$ cat src/rtl/multdiv_writeback_if.sv
// Signal bundle between the multdiv completion source, the main W stage and the
// shared register-file write port of multdiv_writeback.
interface multdiv_writeback_if;
  logic [31:0] md_result;
  logic        md_resultRDY;
  logic [31:0] md_instruction;
  logic        md_mult_overflow;
  logic        md_div_error;
  logic        pipe_wb_en;
  logic [4:0]  pipe_wb_reg;
  logic [31:0] pipe_wb_data;
  logic        ctrl_writeEnable;
  logic [4:0]  ctrl_writeReg;
  logic [31:0] data_writeReg;
  logic        md_full;
  logic        pipe_stall;
  logic [1:0]  md_pending;
  logic        md_drop_err;

  // Handshake: md_resultRDY is a one-cycle valid with no ready; md_full is the
  // only back-pressure and the source must not issue while it is high.
  modport master (
    output md_result, md_resultRDY, md_instruction, md_mult_overflow, md_div_error,
    output pipe_wb_en, pipe_wb_reg, pipe_wb_data,
    input  ctrl_writeEnable, ctrl_writeReg, data_writeReg,
    input  md_full, pipe_stall, md_pending, md_drop_err
  );

  modport slave (
    input  md_result, md_resultRDY, md_instruction, md_mult_overflow, md_div_error,
    input  pipe_wb_en, pipe_wb_reg, pipe_wb_data,
    output ctrl_writeEnable, ctrl_writeReg, data_writeReg,
    output md_full, pipe_stall, md_pending, md_drop_err
  );
endinterface

$ cat src/rtl/multdiv_writeback.sv
// Queues multdiv completions and merges them into the shared regfile write port.
// Optional MDWB_BYPASS_EN: zero-latency write of a completion when the FIFO is empty.
module multdiv_writeback #(
  parameter int DEPTH        = 2,
  parameter int STARVE_LIMIT = 4
) (
  input  logic                clock,
  input  logic                reset,
  multdiv_writeback_if.slave  wb,
  output logic [1:0]          state_dbg
);

  localparam int PW = (DEPTH > 1) ? $clog2(DEPTH) : 1;
  localparam int CW = $clog2(DEPTH + 1);
  localparam int WW = $clog2(STARVE_LIMIT + 1);

  typedef enum logic [1:0] {
    S_IDLE  = 2'd0,
    S_WAIT  = 2'd1,
    S_FORCE = 2'd2
  } state_t;

  state_t        state_q, state_d;
  logic [4:0]    fifo_reg  [DEPTH];
  logic [31:0]   fifo_data [DEPTH];
  logic [PW-1:0] rd_ptr, wr_ptr;
  logic [CW-1:0] count, count_d;
  logic [WW-1:0] wait_cnt, wait_d;
  logic          full_q, drop_q;

  logic [4:0]  rd_field, new_reg;
  logic [31:0] new_data;
  logic        new_valid, non_empty, force_drain, pipe_req, pipe_owns;
  logic        pop, push_ok, drop, bypass;
  logic        unused_instr;

  assign rd_field     = wb.md_instruction[26:22];
  assign unused_instr = ^{wb.md_instruction[31:27], wb.md_instruction[21:0]};

  // Exceptions redirect to $rstatus; div_error outranks mult_overflow.
  always_comb begin
    new_reg  = rd_field;
    new_data = wb.md_result;
    if (wb.md_div_error) begin
      new_reg  = 5'd30;
      new_data = 32'd5;
    end else if (wb.md_mult_overflow) begin
      new_reg  = 5'd30;
      new_data = 32'd4;
    end
  end

  assign new_valid   = wb.md_resultRDY &&
                       (wb.md_div_error || wb.md_mult_overflow || rd_field != 5'd0);
  assign non_empty   = (count != '0);
  assign force_drain = (state_q == S_FORCE);
  assign pipe_req    = wb.pipe_wb_en && (wb.pipe_wb_reg != 5'd0);
  assign pipe_owns   = pipe_req && !force_drain;
  assign pop         = non_empty && !pipe_owns;

`ifdef MDWB_BYPASS_EN
  assign bypass = !non_empty && !pipe_owns && new_valid;
`else
  assign bypass = 1'b0;
`endif

  // A full FIFO still accepts when the head leaves on the same edge.
  assign push_ok = new_valid && !bypass && (!full_q || pop);
  assign drop    = new_valid && !bypass && full_q && !pop;

  always_comb begin
    wb.ctrl_writeEnable = 1'b0;
    wb.ctrl_writeReg    = 5'd0;
    wb.data_writeReg    = 32'd0;
    if (pipe_owns) begin
      wb.ctrl_writeEnable = 1'b1;
      wb.ctrl_writeReg    = wb.pipe_wb_reg;
      wb.data_writeReg    = wb.pipe_wb_data;
    end else if (non_empty) begin
      wb.ctrl_writeEnable = 1'b1;
      wb.ctrl_writeReg    = fifo_reg[rd_ptr];
      wb.data_writeReg    = fifo_data[rd_ptr];
    end else if (bypass) begin
      wb.ctrl_writeEnable = 1'b1;
      wb.ctrl_writeReg    = new_reg;
      wb.data_writeReg    = new_data;
    end else if (wb.pipe_wb_en) begin
      wb.ctrl_writeEnable = 1'b1;
      wb.ctrl_writeReg    = wb.pipe_wb_reg;
      wb.data_writeReg    = wb.pipe_wb_data;
    end
  end

  always_comb begin
    count_d = count;
    if (push_ok && !pop) begin
      count_d = count + 1'b1;
    end else if (pop && !push_ok) begin
      count_d = count - 1'b1;
    end

    wait_d = wait_cnt;
    if (pop) begin
      wait_d = '0;
    end else if (non_empty && pipe_owns) begin
      wait_d = wait_cnt + 1'b1;
    end

    state_d = state_q;
    if (count_d == '0) begin
      state_d = S_IDLE;
    end else if (wait_d == WW'(STARVE_LIMIT)) begin
      state_d = S_FORCE;
    end else begin
      state_d = S_WAIT;
    end
  end

  always_ff @(posedge clock) begin
    if (reset) begin
      state_q  <= S_IDLE;
      rd_ptr   <= '0;
      wr_ptr   <= '0;
      count    <= '0;
      wait_cnt <= '0;
      full_q   <= 1'b0;
      drop_q   <= 1'b0;
    end else begin
      state_q  <= state_d;
      count    <= count_d;
      wait_cnt <= wait_d;
      full_q   <= (count_d == CW'(DEPTH));
      if (push_ok) wr_ptr <= wr_ptr + 1'b1;
      if (pop)     rd_ptr <= rd_ptr + 1'b1;
      if (drop)    drop_q <= 1'b1;
    end
  end

  // Storage needs no reset: occupancy alone decides which entries are live.
  always_ff @(posedge clock) begin
    if (push_ok) begin
      fifo_reg[wr_ptr]  <= new_reg;
      fifo_data[wr_ptr] <= new_data;
    end
  end

  assign wb.pipe_stall  = force_drain;
  assign wb.md_full     = full_q;
  assign wb.md_pending  = count[1:0];
  assign wb.md_drop_err = drop_q;
  assign state_dbg      = state_q;

endmodule

$ cat src/flat_wrapper.sv
// flat-port wrapper written by rule: the top's interface ports become plain ports
module multdiv_writeback_flat 
#(
  parameter int DEPTH        = 2,
  parameter int STARVE_LIMIT = 4
)
  (clock, reset, state_dbg, wb_md_result, wb_md_resultRDY, wb_md_instruction, wb_md_mult_overflow, wb_md_div_error, wb_pipe_wb_en, wb_pipe_wb_reg, wb_pipe_wb_data, wb_ctrl_writeEnable, wb_ctrl_writeReg, wb_data_writeReg, wb_md_full, wb_pipe_stall, wb_md_pending, wb_md_drop_err);
  multdiv_writeback_if wb_i ();
  input  logic clock;
  input  logic reset;
  output logic [1:0] state_dbg;
  input wire logic [$bits(wb_i.md_result)-1:0] wb_md_result;
  input wire logic [$bits(wb_i.md_resultRDY)-1:0] wb_md_resultRDY;
  input wire logic [$bits(wb_i.md_instruction)-1:0] wb_md_instruction;
  input wire logic [$bits(wb_i.md_mult_overflow)-1:0] wb_md_mult_overflow;
  input wire logic [$bits(wb_i.md_div_error)-1:0] wb_md_div_error;
  input wire logic [$bits(wb_i.pipe_wb_en)-1:0] wb_pipe_wb_en;
  input wire logic [$bits(wb_i.pipe_wb_reg)-1:0] wb_pipe_wb_reg;
  input wire logic [$bits(wb_i.pipe_wb_data)-1:0] wb_pipe_wb_data;
  output wire logic [$bits(wb_i.ctrl_writeEnable)-1:0] wb_ctrl_writeEnable;
  output wire logic [$bits(wb_i.ctrl_writeReg)-1:0] wb_ctrl_writeReg;
  output wire logic [$bits(wb_i.data_writeReg)-1:0] wb_data_writeReg;
  output wire logic [$bits(wb_i.md_full)-1:0] wb_md_full;
  output wire logic [$bits(wb_i.pipe_stall)-1:0] wb_pipe_stall;
  output wire logic [$bits(wb_i.md_pending)-1:0] wb_md_pending;
  output wire logic [$bits(wb_i.md_drop_err)-1:0] wb_md_drop_err;
  assign wb_i.md_result = wb_md_result;
  assign wb_i.md_resultRDY = wb_md_resultRDY;
  assign wb_i.md_instruction = wb_md_instruction;
  assign wb_i.md_mult_overflow = wb_md_mult_overflow;
  assign wb_i.md_div_error = wb_md_div_error;
  assign wb_i.pipe_wb_en = wb_pipe_wb_en;
  assign wb_i.pipe_wb_reg = wb_pipe_wb_reg;
  assign wb_i.pipe_wb_data = wb_pipe_wb_data;
  assign wb_ctrl_writeEnable = wb_i.ctrl_writeEnable;
  assign wb_ctrl_writeReg = wb_i.ctrl_writeReg;
  assign wb_data_writeReg = wb_i.data_writeReg;
  assign wb_md_full = wb_i.md_full;
  assign wb_pipe_stall = wb_i.pipe_stall;
  assign wb_md_pending = wb_i.md_pending;
  assign wb_md_drop_err = wb_i.md_drop_err;
  multdiv_writeback #(.DEPTH(DEPTH), .STARVE_LIMIT(STARVE_LIMIT)) u_core (.clock(clock), .reset(reset), .wb(wb_i), .state_dbg(state_dbg));
endmodule
$ cat config.mk
export PLATFORM = sky130hd
export DESIGN_NAME = multdiv_writeback_flat
export DESIGN_NICKNAME = d
export VERILOG_FILES = /design/src/rtl/multdiv_writeback_if.sv /design/src/rtl/multdiv_writeback.sv /design/src/flat_wrapper.sv
export SDC_FILE = /design/constraint.sdc
export NUM_CORES = 1
export LEC_CHECK = 0
export ABC_AREA = 1
export CORE_ASPECT_RATIO = 1.1
export CORE_UTILIZATION = 35
export CTS_BUF_LIST = sky130_fd_sc_hd__clkbuf_8
export CTS_CLUSTER_SIZE = 10
export DETAILED_ROUTE_END_ITERATION = 12
export PLACE_DENSITY_LB_ADDON = 0.25
export SYNTH_ARGS = -nofsm -noshare
export SYNTH_HDL_FRONTEND = slang
export SYNTH_SLANG_ARGS = --single-unit
$ cat constraint.sdc
create_clock -name clock -period 3.9 [get_ports clock]
set_input_delay 0.78 -clock clock [delete_from_list [all_inputs] [get_ports clock]]
set_output_delay 0.78 -clock clock [all_outputs]
set_load 0.1 [all_outputs]
==> flow_summary.toml <==
[logic_synthesis]
synth_largest_area_cell = "edfxtp_1"
synthCells = 358
synth-edff-count = 74
synth_ff_type = "edfxtp_1"
synth_area_mm2 = 0.00399
synthArstFlopShare_pct = 0
synth_nets = 467
synthTopCellsByArea = "edfxtp_1 56%, mux2i_1 9.3%, dfxtp_1 6.0%"
yosysUniqueCellTypes = 30
synth_top_cell_area_share_pct = 55.7
seq_area_frac_synth_pct = 61.7
avgSynthCellArea_um2 = 11.1
synth_seq_cells = 86
ys_warn_count = 0

[place]
gp_congestion = 0.709
port_buffers = 124
hpwl_um = 6340

[finish]
fin_util_pct = 54.5
fillers = 968
syn_to_final_growth_pct = 50.5
drive_gt1_share_pct = 20.9
antennaDiodeCount = 0
nets = 593
largest_reg_flops = 64

[route]
wl_um = 8710
avgViaCountPerCell = 4.66
dr.first_iter.drc_count = 66
post_drt_wl_per_cell_um = 13.7
vias = 2959
ant_nets = 0
first_pass_iters = 4
route.detailed.drc = 0

[global_route]
grtUsageMet3_pct = 2.63
grt_pass1_wl_um = 13900
top_usage_layer = "met2"
grt_util_met1_pct = 16.4
antenna_found_initial = 0
grt.overflow.total = 0
grt.met2_usage_pct = 29.1
grt_pass1_vias = 2939
grtUsageTotal_pct = 15.3
grt_max_degree = 41

[outcome]
outcome = "completed"

[power]
pwr_density_cell_mw_per_mm2 = 653
p_total_uw = 3920
p_switching_uw = 1840
p_leak_uw = 0.00231
pwr-share-seq_pct = 30.4
clkPwrFrac_pct = 13.1
power_switching_share_pct = 46.9
ir_drop_mv = 0.375
internal_power_uw = 2080
pwr-share-comb_pct = 56.5

[sta]
layout_min_cycle_time_ns = 3.29
period_share_pct = 84.3
finalHoldViolCount = 0
tightestPinTransition_ns = 0.963
max_freq_ghz = 0.304
finalMaxSlewViolations = 0
rsz0062_at_grt = "no"
clock_skew_ns = 0.0104
slew_headroom_pct = 35.6
finalSetupViolCount = 0

[clock_network]
ctsHoldBuffers = 0
cts_htree_levels = 3
numClockSinks = 86
post_cts_buffers = 0
clockRootBuffer = "clkbuf_8"
cts_tree = "built"
cts_resized = 0
clock_path_buffers = 2
clkTransAtPathRegs_ns = 0.08
cts_made_buffers = 9
insertion_delay_ns = 0.34

[worst_setup_path]
cp_num_buf_inv = 3
critical-path-top-delay-family = "buffers and inverters"
path_cells = "clkdlybuf4s50_1 > nor2_2 > nand3_4 > nand2_4 > nand2_4 > buf_4 > nand3_1 > o21ai_1 > buf_12"
crit_top_cell = "nand2_4"
r2r_slack_ns = 1.83
slowest_stage = "clkdlybuf4s50_1"
crit_required_ns = 3.12
r2r_end = "u_core.fifo_data[0][11]"
critical_path.max_stage_delay_ns = 0.50
cp_data_arrival_time_ns = 2.51
cp-start-kind = "primary input"
r2r_start = "u_core.wb.md_pending[0]"
reg2regPathDepth = 6
setup.worst_path.end_class = "primary output"
cp_max_fo = 40
criticalPathCategory = "primary input to primary output"

[floorplan]
fp-row-count = 40
die-width_um = 104
die_h_um = 114
start_util_pct = 36.2
dieArea_mm2 = 0.0118
num_io_pins = 152
fp.coreArea_mm2 = 0.0110

[hold_path]
hold_class = "flip-flop to flip-flop"
min_from = "u_core.rd_ptr"
hold_depth = 1

[flow_run]
maxCapViolations = 0
==> how the worst max path moves through the flow <==
| stage | from | end | cells after the start |
|---|---|---|---|
| final | wb_pipe_wb_reg[2] | wb_data_writeReg[18] | 9 |
| after global routing | wb_pipe_wb_reg[4] | wb_data_writeReg[18] | 9 |
| after CTS | wb_pipe_wb_reg[4] | wb_data_writeReg[0] | 9 |
| after detailed placement | wb_pipe_wb_reg[4] | wb_data_writeReg[0] | 9 |
| after global placement | wb_pipe_wb_reg[4] | wb_data_writeReg[0] | 9 |
| after floorplan | u_core.state_dbg[1] | wb_ctrl_writeReg[1] | 8 |
==> through the flow <==
step / setup WS, ns / instances / hold slack [ns] / TNS (ns) / area (um2)
after global routing: 0.475 / 635 / 0.501 / 0 / 6010
after global placement: 0.633 / 620 / 0.429 / 0 / 5850
after floorplan: -0.451 / 358 / 0.425 / -7.90 / 4060
final: 0.613 / 635 / 0.461 / 0 / 6010
after CTS: 0.591 / 635 / 0.454 / 0 / 6010
after detailed placement: 0.613 / 620 / 0.442 / 0 / 5850
==> cell families (layout without fill, tap and decap cells) <==
logic type,count (synthesis),after routing,synth area share [%]
AOI/OAI and AO/OA,50,50,6.65
xor gates and xnor gates,1,1,0.220
muxes,37,37,9.28
buffers and inverters,70,200,7.02
adders and majority gates,2,2,0.627
and+or+nand+nor,112,112,14.5
DFF,86,86,61.7
==> placed cells by master, fill, tap and decap left out <==
master,synthesis,routed
or2_2,4,4
buf_4,0,11
o21bai_1,1,1
clkbuf_8,0,9
nand4_1,1,1
o21ai_2,0,18
edfxtp_1,74,74
nor2_2,4,4
nand2_4,2,2
a21oi_1,7,7
dfxtp_2,0,1
buf_12,0,37
o21ai_1,0,19
nand2_2,1,1
nand3_4,2,2
inv_2,2,2
mux2i_1,37,37
xnor2_1,1,1
ha_1,2,2
a31oi_1,1,1
clkinvlp_4,0,3
nor2_4,2,4
clkdlybuf4s50_1,0,85
nand2_1,13,13
o21ai_0,40,3
nand3_2,1,1
a21oi_4,1,1
inv_1,48,51
nand3_1,40,40
dfxtp_1,12,11
buf_2,8,1
nor2_8,1,1
nor3_1,2,2
clkinv_1,1,1
nor2_1,39,37
==> area by class of cell <==
class / count / area, um2 / share of cell area [%]
clock buffers: 9 / 124 / 2.06
clock inverters: 6 / 33.8 / 0.563
inverters: 51 / 191 / 3.19
multi-input cells: 202 / 1330 / 22.1
flip-flops and latches: 86 / 2460 / 41.0
well taps: 147 / 184 / 3.06
repair buffers: 134 / 1680 / 28.0
==> metal layers <==
metal  share of wire (%)  vias up
li1                    -     1482
met1                  39     1390
met2                  55       77
met3                 4.1       10
met4                 1.8        0
met5                   0        -
==> power by group through the flow <==
stage	clock network, uW	registers, uW	logic [uW]
2_1_floorplan	0	1330	1360
3_3_place_gp	0	1210	2220
3_5_place_dp	0	1210	2230
4_1_cts	536	1190	2240
5_1_grt	569	1200	2310
6_report	515	1190	2220
==> synthesized netlist by cell type, types with 4 or more instances <==
cell type,number
nand3_1,40
a21oi_1,7
nand2_1,13
edfxtp_1,74
mux2i_1,37
inv_1,48
clkbuf_1,9
nor2_2,4
o21ai_0,40
dfxtp_1,12
buf_2,8
nor2_1,39
or2_2,4
No activity file was read; power rests on OpenSTA's default activity.
